[config.mk]
export PLATFORM = sky130hd
export DESIGN_NAME = data_memory_ctrl
export DESIGN_NICKNAME = d
export VERILOG_FILES = /design/src/rtl/data_memory_ctrl.sv
export SDC_FILE = /design/constraint.sdc
export NUM_CORES = 2
export LEC_CHECK = 0
export CORE_MARGIN = 2
export CORE_UTILIZATION = 29
export DETAILED_ROUTE_END_ITERATION = 7
export REMOVE_ABC_BUFFERS = 1
export SLEW_MARGIN = 30
export SYNTH_ARGS = -nofsm -noshare
export SYNTH_HDL_FRONTEND = slang
export SYNTH_SLANG_ARGS = --single-unit
[constraint.sdc]
create_clock -name clk -period 6.9 [get_ports clk]
set_input_delay 0.69 -clock clk [delete_from_list [all_inputs] [get_ports clk]]
set_output_delay 0.69 -clock clk [all_outputs]
set_load 0.05 [all_outputs]
[src/rtl/data_memory_ctrl.sv]
// Single-port data memory for the load/store path: valid/ready requests, byte
// enables, registered one-cycle response and a one-word-per-cycle zero-fill sequencer.
module data_memory_ctrl #(
    parameter int DATA_W = 32,
    parameter int ADDR_W = 32,
    parameter int DEPTH  = 64
) (
    input  logic                clk,
    input  logic                reset,
    input  logic                req_valid,
    output logic                req_ready,
    input  logic                req_write,
    input  logic [ADDR_W-1:0]   req_addr,
    input  logic [DATA_W-1:0]   req_wdata,
    input  logic [DATA_W/8-1:0] req_be,
    output logic                rsp_valid,
    output logic [DATA_W-1:0]   rsp_rdata,
    output logic                rsp_err,
    input  logic                clear_start,
    output logic                busy
);

    localparam int BE_W  = DATA_W / 8;
    localparam int IDX_W = (DEPTH > 1) ? $clog2(DEPTH) : 1;
    localparam logic [IDX_W-1:0]  LAST_IDX  = IDX_W'(DEPTH - 1);
    localparam logic [ADDR_W:0]   DEPTH_EXT = (ADDR_W + 1)'(DEPTH);

    typedef enum logic {
        ST_CLEAR,
        ST_IDLE
    } state_t;

    state_t             state_q, state_d;
    logic [IDX_W-1:0]   clr_idx_q, clr_idx_d;
    logic [DATA_W-1:0]  mem [DEPTH];

    logic               accept;
    logic               in_range;
    logic [IDX_W-1:0]   idx;

    assign req_ready = (state_q == ST_IDLE);
    assign busy      = (state_q == ST_CLEAR);
    assign accept    = req_valid && req_ready;
    // Range check on the full address width so high addresses never alias.
    assign in_range  = ({1'b0, req_addr} < DEPTH_EXT);
    assign idx       = req_addr[IDX_W-1:0];

    always_ff @(posedge clk or negedge reset) begin
        if (!reset) begin
            state_q   <= ST_CLEAR;
            clr_idx_q <= '0;
        end else begin
            state_q   <= state_d;
            clr_idx_q <= clr_idx_d;
        end
    end

    always_comb begin
        state_d   = state_q;
        clr_idx_d = clr_idx_q;
        case (state_q)
            ST_CLEAR: begin
                clr_idx_d = clr_idx_q + IDX_W'(1);
                if (clr_idx_q == LAST_IDX) begin
                    state_d   = ST_IDLE;
                    clr_idx_d = '0;
                end
            end
            ST_IDLE: begin
                if (clear_start) begin
                    state_d   = ST_CLEAR;
                    clr_idx_d = '0;
                end
            end
            default: begin
                state_d   = ST_CLEAR;
                clr_idx_d = '0;
            end
        endcase
    end

    // Array has no reset; contents are only ever cleared by the fill sequencer.
    always_ff @(posedge clk) begin
        if (reset && state_q == ST_CLEAR) begin
            mem[clr_idx_q] <= '0;
        end else if (accept && req_write && in_range) begin
            for (int k = 0; k < BE_W; k++) begin
                if (req_be[k]) begin
                    mem[idx][8*k +: 8] <= req_wdata[8*k +: 8];
                end
            end
        end
    end

    always_ff @(posedge clk or negedge reset) begin
        if (!reset) begin
            rsp_valid <= 1'b0;
            rsp_rdata <= '0;
            rsp_err   <= 1'b0;
        end else begin
            rsp_valid <= accept;
            if (accept) begin
                rsp_err   <= !in_range;
                rsp_rdata <= (!req_write && in_range) ? mem[idx] : '0;
            end
        end
    end

endmodule

After elaboration in Yosys (flattened, before gate mapping). Memories as Yosys holds them, arrays and structs flattened. Index checks and enable logic that the tools add are counted.

Equality and inequality tests: 2. Multiply operators: 0. Shifts and indexed selects: 0. Reduce and logical (&&, ||, !) cells: 8. Add/sub/neg operators: 1. Muxes and demuxes: 28. $lt $le $gt $ge: 1. Div/mod/pow operators: 0. Bitwise operators: 1.

Operators with widths (count): 32-bit two-way mux (2); 32-bit by 7-bit < comparator with 1-bit output (second input constant) (1); 32-bit OR reduction (1); 1-bit two-way mux (20); 6-bit two-way mux (3); 6-bit one-hot mux with 2 select lines (1); 6-bit by 1-bit adder with 6-bit output (second input constant) (1); 6-bit == test (second input constant) (1); 1-bit logical AND (5); 4-bit two-way mux (1); 1-bit zero test (2); 2-bit inequality test (second input constant) (1); 1-bit one-hot mux with 2 select lines (1); 1-bit inverter (1).

Bits in writable memories: 2048. Bits in read-only memories: 0. Input port bits: 73. Latch bits: 0. Register bits: 41. Memories: 1. Output and inout port bits: 36.

Memory list: mem (words 64, width 32, rd ports 1, clocked after Yosys merged registers in 0, write ports 1, RTL line 35) `logic [DATA_W-1:0] mem [DEPTH];`.

Logic depth before layout (Yosys ltp).
Depth after elaboration: 8. Mapped depth: 12. Gate-level depth less buffers: 6.

Worst setup path before layout. Ideal clock, no wire load.

Path type: input to register. From: input req_addr[17]. To: memory mem[56][10] (enable). Path buffers: 2. Library setup time: 0.395 ns. Setup slack: 3.219 ns. Cell stages on the path: 7. Data arrival time: 3.287 ns. Cells stage by stage: nor4_1 -> nand4_1 -> nor4_2 -> buf_4 -> mux2_2 -> clkbuf_1 -> nor4_1.

Longest elaborated chain between the ends: 7.

Ends and longest elaborated chain: from (decl) (RTL line 13) `input logic [ADDR_W-1:0] req_addr,`; 32-bit by 7-bit < comparator with 1-bit output (*) (RTL line 45) `assign in_range = ({1'b0, req_addr} < DEPTH_EXT);`; 1-bit logical AND (*) (RTL line 86) `end else if (accept && req_write && in_range) begin`; 1-bit two-way mux (RTL line 86); 1-bit two-way mux (RTL line 84) `if (reset && state_q == ST_CLEAR) begin`; 1-bit two-way mux (implied by the code) (RTL line 89) `mem[idx][8*k +: 8] <= req_wdata[8*k +: 8];`; 32-bit OR reduction (no line); 6-bit two-way mux (no line) or 4-bit two-way mux (tied branches); to (decl) (RTL line 35).

Mark *: on every way between the ends. The rest lies on a longest branch, timed or not.

Worst setup path after layout.
From: register state_q (netlist: req_ready). To: memory mem[60][7] (enable).

Longest elaborated chain between the ends: 8.

Ends and longest elaborated chain: from (decl) (RTL line 33) `state_t state_q, state_d;`; from (signal assigned) (RTL line 53) `state_q <= state_d;`; 1-bit logical AND (RTL line 43) `assign accept = req_valid && req_ready;`; 1-bit logical AND (2 in series) (RTL line 86); 1-bit two-way mux (RTL line 86); 1-bit two-way mux (RTL line 84); 1-bit two-way mux (implied by the code) (RTL line 89); 32-bit OR reduction (no line); 6-bit two-way mux (no line) or 4-bit two-way mux (tied branches).

Parallel ways exist; a longest one is shown, timed or not.

==> results.sh <==
export IMPL_peakVddDrop_mv=0.3001
export IMPL_drt_first_iter_violations=5089
export IMPL_synthFlopType="edfxtp_1"
export IMPL_start_util=0.2912
export IMPL_cts_tree="built"
export IMPL_period_needed_ns=4.673
export IMPL_dp_hpwl_mm=144.4
export IMPL_final_cell_area_um2=96980
export IMPL_fin_util=0.3438
export IMPL_routed_via_count=42370
export IMPL_multi_input_area_um2=20070
export IMPL_r2r_end="mem[60][7]$_DFFE_PP_"
export IMPL_clock_path_buffers=3
export IMPL_die_area_um2=287500
export IMPL_htree_levels=4
export IMPL_globalplace_congestion=0.8283
export IMPL_finalNetCount=4207
export IMPL_drt_first_pass_iters=6
export IMPL_reg2reg_from="req_ready$_DFF_PN0_"
export IMPL_relSlewSlack=0.2774
export IMPL_grt_overflow_total=0
export IMPL_grt_setup_unrepaired="no"
export IMPL_arrival_ns=5.13
export IMPL_vias_per_cell=5.259
export IMPL_worstSkewPairLatency_ns=0.84
export IMPL_p_per_area_nw_per_um2=300.3
export IMPL_cts_root_buf="clkbuf_16"
export IMPL_worst_hold_path_type="in -> reg"
export IMPL_synth_seq_area_share=0.7613
export IMPL_fin_setup_tns_ns=0
export IMPL_fp_dieH_um=536.2
export IMPL_final_hold_viol_count=0
export IMPL_avgSynthCellArea_um2=21.00
export IMPL_layout_common_cells="2048 x edfxtp_1, 470 x mux4_2, 209 x clkbuf_16"
export IMPL_hold_buffers=1
export IMPL_grt_pass1_vias=42580
export IMPL_finalSetupViolations=0
export IMPL_slew_violations=0
export IMPL_syn_area_um2=82130
export IMPL_areaGrowthSynthToFinish_pct=18.08
export IMPL_start_kind="register"
export IMPL_grt_usage=0.1615
export IMPL_core_um2=282000
export IMPL_maxCapViolations=0
export IMPL_crit_fanout=32
export IMPL_wirelength_mm=235.4
export IMPL_antenna_found_initial=13
export IMPL_io_pins=109
export IMPL_antenna_left=0
export IMPL_cts_buffers=207
export IMPL_n_fill_cell=25970
export IMPL_ctsResizeCount=0
export IMPL_clk_pin_slew_worst_paths_ns=0.06
export IMPL_register_area_um2=62530
export IMPL_ys_ff_latch=2089
export IMPL_crit_required_ns=7.35
export IMPL_total_power_mw=29.13
export IMPL_finClkSkew_ns=0.02160
export IMPL_synth_edf_count=2048
export IMPL_drive_gt1_frac=0.2937
export IMPL_post_drt_wl_per_cell_um=29.22
export IMPL_period_share=0.6772
export IMPL_placed_area_um2=89480
export IMPL_async_flop_share=0.01963
export IMPL_min_to="rsp_rdata[14]$_DFFE_PN0P_"
export IMPL_ys_types=64
export IMPL_die_w_um=536.2
export IMPL_final_common_cell="edfxtp_1"
export IMPL_reg2reg_depth=7
export IMPL_worst_pin_slew_ns=1.084
export IMPL_drcViolationCount=0
export IMPL_ys_warnings_count=0
export IMPL_finalWorstSetupSlack_ns=2.227
export IMPL_hold_depth=3
export IMPL_outcome="completed"
export IMPL_port_buffers=108
export IMPL_synth_cells=3910
export IMPL_clock_sinks=2089
export IMPL_rows=195
export IMPL_dp_slack_ns=1.277
export IMPL_max_freq_ghz=0.2140
export IMPL_min_from="req_addr[5]"
export IMPL_end_kind="register"
export IMPL_path_class="reg -> reg"
export IMPL_r2r_slack_ns=2.23
export IMPL_p_leak_nw=27.88
export IMPL_grt_pass1_wl_mm=332.5
export IMPL_grt_max_degree=117
export IMPL_postCtsSetupBuffers=0
[worst max-delay path, cell delays in order, from the launching register on]
cell and delay (ns):
dfrtp_1 0.45, nor4bb_1 0.36, nand4_1 0.50, nor4_4 0.57
buf_4 0.35, buf_4 0.39, mux2_4 0.63, nor4_2 0.96
[per-layer routing]
layer	up-vias	track usage	routed length [um]
met3	320	0.03057	19950
met1	22830	0.2164	93510
li1	17120	-	-
met4	0	0.05487	7205
met2	2103	0.2630	114800
met5	-	0	0
[cell type report]
class,count,share of cell area
diodes,7,0.0001806
inverters,10,0.0004387
flip-flops and latches,2089,0.6448
clock inverters,112,0.01169
multi-input cells,1517,0.2070
well taps,3743,0.04829
repair buffers,308,0.03011
clock buffers,271,0.05757
[worst max path at each step]
stage,startpoint,to,slack (ns),cells past startpoint
floorplan,req_ready$_DFF_PN0_,mem[11][24]$_DFFE_PP_,0.87,5
global placement,req_addr[12],mem[48][11]$_DFFE_PP_,1.34,8
detailed placement,req_addr[12],mem[57][20]$_DFFE_PP_,1.28,8
CTS,req_ready$_DFF_PN0_,mem[57][22]$_DFFE_PP_,2.11,7
global route,req_ready$_DFF_PN0_,mem[60][23]$_DFFE_PP_,2.01,7
finish,req_ready$_DFF_PN0_,mem[60][7]$_DFFE_PP_,2.23,7
[through the flow]
stage | hold WS, ns | instances
6_report | 0.5595 | 8057
5_1_grt | 0.5183 | 8056
4_1_cts | 0.4957 | 8049
3_5_place_dp | 0.5780 | 7665
3_3_place_gp | 0.5628 | 7658
2_1_floorplan | 0.3944 | 3616
[flip-flops by register name, summed over array words and instances (netlist names)]
| signal | cells |
|---|---|
| clr_idx_q | 6 |
| mem | 2048 |
| req_ready | 1 |
| rsp_err | 1 |
| rsp_rdata | 32 |
| rsp_valid | 1 |
[cell usage after synthesis (all sizes together), types with 23 or more instances]
library cell,count,share of area
nor3,83,0.0051
edfxtp,2048,0.75
a22oi,118,0.011
nand3,45,0.0027
nor2,57,0.0026
buf,146,0.011
a32o,23,0.0028
a211oi,23,0.0021
a21oi,26,0.0016
mux4,470,0.13
nand2,50,0.0023
nor4,201,0.015
mux2,44,0.0060
clkbuf,148,0.0068
dfrtp,41,0.012
o22ai,23,0.0018
mux2i,181,0.022
and2,41,0.0031
[kinds of logic after synthesis]
| logic type | Yosys count | synth area share |
|---|---|---|
| flip-flops | 2089 | 0.7613 |
| multiplexers | 695 | 0.1570 |
| AND/OR/NAND/NOR | 531 | 0.03573 |
| buffers and inverters | 304 | 0.01859 |
| AO/OA/AOI/OAI | 288 | 0.02698 |
| XOR/XNOR | 2 | 0.0002133 |
| adder cells (fa/ha/maj) | 1 | 0.0001523 |
[report_power, final]
group	internal, mW	switching (mW)	total (mW)
Combinational	0.863	2.71	3.57
Clock	6.41	4.81	11.2
Sequential	14.2	0.147	14.3
Total	21.5	7.66	29.1
No activity file was read; power rests on OpenSTA's default activity.
